===== config.mk =====
export PLATFORM = sky130hd
export DESIGN_NAME = pc_trace_monitor
export DESIGN_NICKNAME = d
export VERILOG_FILES = /design/src/rtl/niski_dbg_pkg.sv /design/src/rtl/trace_ring_buffer.sv /design/src/rtl/pc_trace_monitor.sv
export SDC_FILE = /design/constraint.sdc
export NUM_CORES = 1
export LEC_CHECK = 0
export CAP_MARGIN = 0
export CORE_MARGIN = 5
export CORE_UTILIZATION = 50
export CTS_BUF_LIST = sky130_fd_sc_hd__clkbuf_16
export DETAILED_ROUTE_END_ITERATION = 8
export GPL_TIMING_DRIVEN = 1
export PLACE_DENSITY = 0.71
export SYNTH_ARGS = -nofsm -noshare
export SYNTH_HDL_FRONTEND = slang
export SYNTH_SLANG_ARGS = --single-unit

===== constraint.sdc =====
create_clock -name clk -period 4.64 [get_ports clk]
set_input_delay 0.696 -clock clk [delete_from_list [all_inputs] [get_ports clk]]
set_output_delay 0.696 -clock clk [all_outputs]
set_load 0.02 [all_outputs]

===== src/rtl/niski_dbg_pkg.sv =====
// Shared types and defaults for the PC debug monitor.
package niski_dbg_pkg;

    localparam int XLEN_DEFAULT = 32;

    typedef enum logic [1:0] {
        IDLE,
        ARMED,
        DELAY,
        HALTED
    } dbg_state_t;

endpackage


===== src/rtl/trace_ring_buffer.sv =====
// Circular FIFO that overwrites its oldest entry when written while full,
// with a sticky overflow flag and a combinational head read port.
module trace_ring_buffer #(
    parameter int XLEN  = 32,
    parameter int DEPTH = 16
) (
    input  logic                       clk,
    input  logic                       rst_n,
    input  logic                       wr_en,
    input  logic [XLEN-1:0]            wr_data,
    input  logic                       pop,
    input  logic                       clr_overflow,
    output logic [XLEN-1:0]            rd_data,
    output logic                       empty,
    output logic [$clog2(DEPTH):0]     count,
    output logic                       overflow
);

    localparam int PW = $clog2(DEPTH);
    localparam int CW = PW + 1;

    logic [XLEN-1:0] mem [DEPTH];
    logic [PW-1:0]   head;
    logic [PW-1:0]   tail;
    logic            full;
    logic            do_pop;

    assign empty   = (count == '0);
    assign full    = (count == CW'(DEPTH));
    assign do_pop  = pop && !empty;
    assign rd_data = empty ? '0 : mem[head];

    // NOTE: storage has no reset; count/pointers alone define which entries are valid.
    always_ff @(posedge clk) begin
        if (wr_en) mem[tail] <= wr_data;
    end

    // NOTE: sequential state uses non-blocking assignments so every register samples pre-edge values.
    always_ff @(posedge clk or negedge rst_n) begin
        if (!rst_n) begin
            head     <= '0;
            tail     <= '0;
            count    <= '0;
            overflow <= 1'b0;
        end else begin
            if (wr_en) tail <= tail + 1'b1;
            // A full write without a pop drops the oldest entry, so head moves too.
            if (do_pop || (wr_en && full)) head <= head + 1'b1;

            if (wr_en && !do_pop && !full) count <= count + 1'b1;
            else if (do_pop && !wr_en)     count <= count - 1'b1;

            if (clr_overflow)                   overflow <= 1'b0;
            else if (wr_en && full && !do_pop)  overflow <= 1'b1;
        end
    end

endmodule


===== src/rtl/pc_trace_monitor.sv =====
// PC breakpoint monitor: compares retired PCs against programmable breakpoints,
// raises a sticky halt after a post-trigger delay, and traces PC changes.
module pc_trace_monitor
    import niski_dbg_pkg::*;
#(
    parameter int XLEN        = XLEN_DEFAULT,
    parameter int NUM_BP      = 4,
    parameter int TRACE_DEPTH = 16,
    parameter int DELAY_W     = 16
) (
    input  logic                           clk,
    input  logic                           rst_n,
    input  logic [XLEN-1:0]                pc,
    input  logic                           pc_valid,
    input  logic [NUM_BP*XLEN-1:0]         bp_addr,
    input  logic [NUM_BP-1:0]              bp_en,
    input  logic [DELAY_W-1:0]             post_delay,
    input  logic                           arm,
    input  logic                           clear,
    output logic                           halt_req,
    output logic                           triggered,
    output logic [$clog2(NUM_BP):0]        hit_idx,
    output logic [XLEN-1:0]                hit_pc,
    input  logic                           tr_pop,
    output logic [XLEN-1:0]                tr_data,
    output logic                           tr_empty,
    output logic [$clog2(TRACE_DEPTH):0]   tr_count,
    output logic                           tr_overflow
);

    localparam int IW = $clog2(NUM_BP) + 1;

    dbg_state_t        state, state_d;
    logic [DELAY_W-1:0] cnt, cnt_d;
    logic [XLEN-1:0]   last_pc;
    logic              bp_match;
    logic [IW-1:0]     bp_sel;
    logic              hit_now;
    logic              trace_wr;

    // Scan from the top so the lowest matching channel is the one left standing.
    always_comb begin
        bp_match = 1'b0;
        bp_sel   = '0;
        for (int i = NUM_BP - 1; i >= 0; i--) begin
            if (bp_en[i] && (pc == bp_addr[i*XLEN +: XLEN])) begin
                bp_match = 1'b1;
                bp_sel   = IW'(i);
            end
        end
    end

    assign hit_now  = (state == ARMED) && pc_valid && bp_match;
    assign trace_wr = pc_valid && (pc != last_pc) && (state != HALTED);

    // NOTE: defaults first so no path through this block leaves a signal unassigned (no latches).
    always_comb begin
        state_d = state;
        cnt_d   = cnt;
        if (clear) begin
            state_d = IDLE;
        end else begin
            case (state)
                IDLE:   if (arm) state_d = ARMED;
                ARMED:  if (hit_now) begin
                            if (post_delay == '0) begin
                                state_d = HALTED;
                            end else begin
                                state_d = DELAY;
                                cnt_d   = post_delay;
                            end
                        end
                DELAY:  if (cnt == DELAY_W'(1)) state_d = HALTED;
                        else                    cnt_d   = cnt - 1'b1;
                HALTED: state_d = HALTED;
                default: state_d = IDLE;
            endcase
        end
    end

    always_ff @(posedge clk or negedge rst_n) begin
        if (!rst_n) begin
            state   <= IDLE;
            cnt     <= '0;
            hit_idx <= '0;
            hit_pc  <= '0;
            last_pc <= '0;
        end else begin
            state <= state_d;
            cnt   <= cnt_d;
            if (clear) begin
                hit_idx <= '0;
                hit_pc  <= '0;
            end else if (hit_now) begin
                hit_idx <= bp_sel;
                hit_pc  <= pc;
            end
            if (trace_wr) last_pc <= pc;
        end
    end

    assign halt_req  = (state == HALTED);
    assign triggered = (state == DELAY) || (state == HALTED);

    trace_ring_buffer #(
        .XLEN  (XLEN),
        .DEPTH (TRACE_DEPTH)
    ) u_trace (
        .clk          (clk),
        .rst_n        (rst_n),
        .wr_en        (trace_wr),
        .wr_data      (pc),
        .pop          (tr_pop),
        .clr_overflow (clear),
        .rd_data      (tr_data),
        .empty        (tr_empty),
        .count        (tr_count),
        .overflow     (tr_overflow)
    );

endmodule


==> reports/results.ini <==
[yosys]
netlist_area_mm2 = 0.02665
synth_top_family_by_area = multiplexers
yosys.area_share.adder = 0.005446
syn_nets = 1941
ys.warnings.count = 0
synth_most_common_cell = edfxtp_1
synth-compound-area-share = 0.05423
seq_area_frac_synth = 0.6689
async_flop_share = 0.1607
synth_commonest_cells = edfxtp_1, mux2i_1, nor2_1
synth_top_area_cell = edfxtp_1
synth.area.top_cells = edfxtp_1, dfrtp_1, mux2i_1
synth_flop_cell = edfxtp_1
synth_xor_area_frac = 0.05324
ys_types = 56
netlist_instances = 1744
muxShareOfSynthArea = 0.1293
yosys_register_bits = 610
synth.avg_cell_area_um2 = 15.28
synth-edff-count = 512
synth.top_cell.area_share = 0.5769
synth-simple-area-share = 0.06319

[setup_path]
crit_chain = nand2b_2 -> buf_4 -> buf_4 -> o21ai_0 -> nand2_1 -> a211oi_1 -> clkdlybuf4s50_1
cpPeakStageDelay_ns = 0.71
critPathCaptureType = output port
cp_data_required_time_ns = 3.94
critPathLaunch = u_trace.head[1]
worstSetupEndpoint = tr_data[18]
reg2reg_depth = 12
cp-start-kind = flop
crit_type = reg2out
worstReg2RegEnd = u_trace.count[4]
cp.depth = 7
cp_slowest_cell = clkdlybuf4s50_1
arrival_ns = 3.83
critical_path.top_delay_family = buffers and inverters
cp_max_fo = 27
crit_top_cell = buf_4
worstReg2RegStart = last_pc[1]
r2r_slack_ns = 1.11
crit_buf_inv = 3

[sta]
fin_setup_tns_ns = 0
fin_hold_ws_ns = 0.1691
hold_viol_final = 0
slew_violations = 0
max_freq_mhz = 220.9
rsz0062_at_grt = false
fin_crit_sh = 0.9757
fin_ws_ns = 0.1126
slew_headroom = 0.2189
clock_skew_ns = 0.02344
max_slew.worst_pin.slew_ns = 1.169
min_period_ns = 4.527
setup_viol = 0

[placement]
gp_congestion = 0.9446
dp.final_hpwl_um = 54990
portBuffers = 260
dp_worst_setup_slack_ns = 0.4479

[grt]
grt_max_degree = 65
grt_pass1_wl_um = 115900
overflow = 0
grt_use_total = 0.2735
grt_pass1_vias = 17286
grt_antenna_before_repair = 1

[route]
vias_per_cell = 6.052
drc = 0
wl_per_cell_um = 28.46
drt_iter0_markers = 1608
first_pass_iters = 5
routed_wl_um = 79330
vias = 16873
ant_nets = 0

[clock_network]
cts_buffers = 58
insertion_delay_ns = 0.61
clkSinkCount = 610
path_clk_slew_ns = 0.06
cts_root_buffer = clkbuf_16
cts_tree = yes
htree_num_levels = 2
cts_hold_buf = 0
clk_path_buf_depth = 3

[floorplan]
io_pins = 262
initial_core_util = 0.5061
die_h_um = 240.9
placementRows = 84
coreArea_mm2 = 0.05266
dieWidth_um = 240.9
dieArea_mm2 = 0.05802

[cells_and_area]
nNetsFinal = 2250
seqCellArea_mm2 = 0.01784
syn2layout_area_growth_pct = 22.27
multi_input_area_mm2 = 0.008284
antennaDiodeCount = 0
fillers = 3843
drive_above_1_share = 0.1467

[outcome]
status = finished, final reports clean

[pwr]
p_comb_frac = 0.354
p_int_mw = 11.71
switching_power_mw = 5.905
power-per-cell-area_mw_per_mm2 = 540.7
power.leakage_nw = 11.30
pwr-share-seq = 0.391
power.clock.fraction = 0.255
finalPower_mw = 17.62
ir_worst_vdd_mv = 0.3622
switching_share = 0.3352

[worst_hold_path]
min_path_type = in2async

[job]
cap_violations = 0

[placed cells by master, fill, tap and decap left out, types with 4 or more instances in the layout]
master,count
mux2_2,32
clkbuf_16,59
nor2_1,113
nand2_1,63
bufinv_16,4
clkdlybuf4s50_1,259
inv_1,39
mux2i_1,162
a211oi_1,33
xnor2_1,98
o211ai_1,6
xor2_1,64
nor3_2,4
o221ai_1,32
nor2_4,12
nand3_1,22
dfrtp_1,94
a22oi_1,7
a21oi_1,12
nand4_1,43
mux4_2,64
o21ai_0,54
nor3_1,17
nor4_1,34
clkinv_2,12
a22o_1,7
buf_12,26
nand2b_1,17
edfxtp_1,512
clkinv_1,14
or3_1,4
ha_1,10
buf_4,78
o22ai_1,41
nor4b_1,4
[stage by stage]
step	util	cell area (µm²)	cells
3_3_place_gp	0.5841	30760	2680
3_5_place_dp	0.5841	30760	2680
2_1_floorplan	-	26650	1744
5_1_grt	0.6189	32590	2788
6_report	0.6189	32590	2788
4_1_cts	0.6185	32570	2787
[flip-flops by register name (all words and copies together) (netlist names)]
name and count:
u_trace.mem 512, hit_pc 32, last_pc 32, cnt 16, u_trace.count 5, u_trace.head 4
u_trace.tail 4, hit_idx 2, state 2, u_trace.overflow 1
[cells by family (layout without fill, tap and decap cells)]
logic type               after synthesis  count (layout)
multiplexers                         260             260
XOR/XNOR                             162             162
flip-flops                           610             610
buffers and inverters                141             497
other                                  1               1
AND/OR/NAND/NOR                      349             349
adder cells (fa/ha/maj)               11              11
AO/OA/AOI/OAI                        210             210
[area by class of cell]
cell class | instances | area share
Multi-Input combinational cell | 993 | 0.2542
Sequential cell | 610 | 0.5474
Timing Repair Buffer | 363 | 0.1135
Inverter | 27 | 0.003110
Tap cell | 688 | 0.02642
Clock buffer | 59 | 0.04531
Clock inverter | 48 | 0.01006
[power groups by stage]
stage | Clock [mW] | Combinational [mW] | Sequential, mW
after detailed placement | 0 | 6.21 | 7.01
after floorplan | 0 | 3.69 | 6.81
after global routing | 4.80 | 6.63 | 6.92
after global placement | 0 | 6.16 | 6.98
after CTS | 4.56 | 6.23 | 6.91
final | 4.50 | 6.24 | 6.88
[how the worst min path moves through the flow]
stage               startpoint    endpoint  slack [ns]
finish                   rst_n  hit_pc[20]        0.17
global route             rst_n      cnt[8]        0.24
CTS                      rst_n      cnt[0]        0.21
detailed placement     cnt[15]     cnt[15]        0.49
global placement        cnt[3]      cnt[3]        0.49
floorplan                rst_n      cnt[0]        0.40
[routing by layer]
layer	vias to the layer above	routed length [µm]	track usage
met3	161	7497	0.06411
li1	7355	-	-
met5	-	13	0
met4	2	3774	0.1098
met1	8453	30120	0.3644
met2	902	37920	0.4409
[what timing repair did]
| action | in CTS | in global routing |
|---|---|---|
| resized for setup | 2 | 0 |
| setup endpoints to repair | 9 | 1 |
| endpoints found under the hold margin | 0 | 0 |
| buffers inserted | 0 | 1 |
No activity file was read; power rests on OpenSTA's default activity.
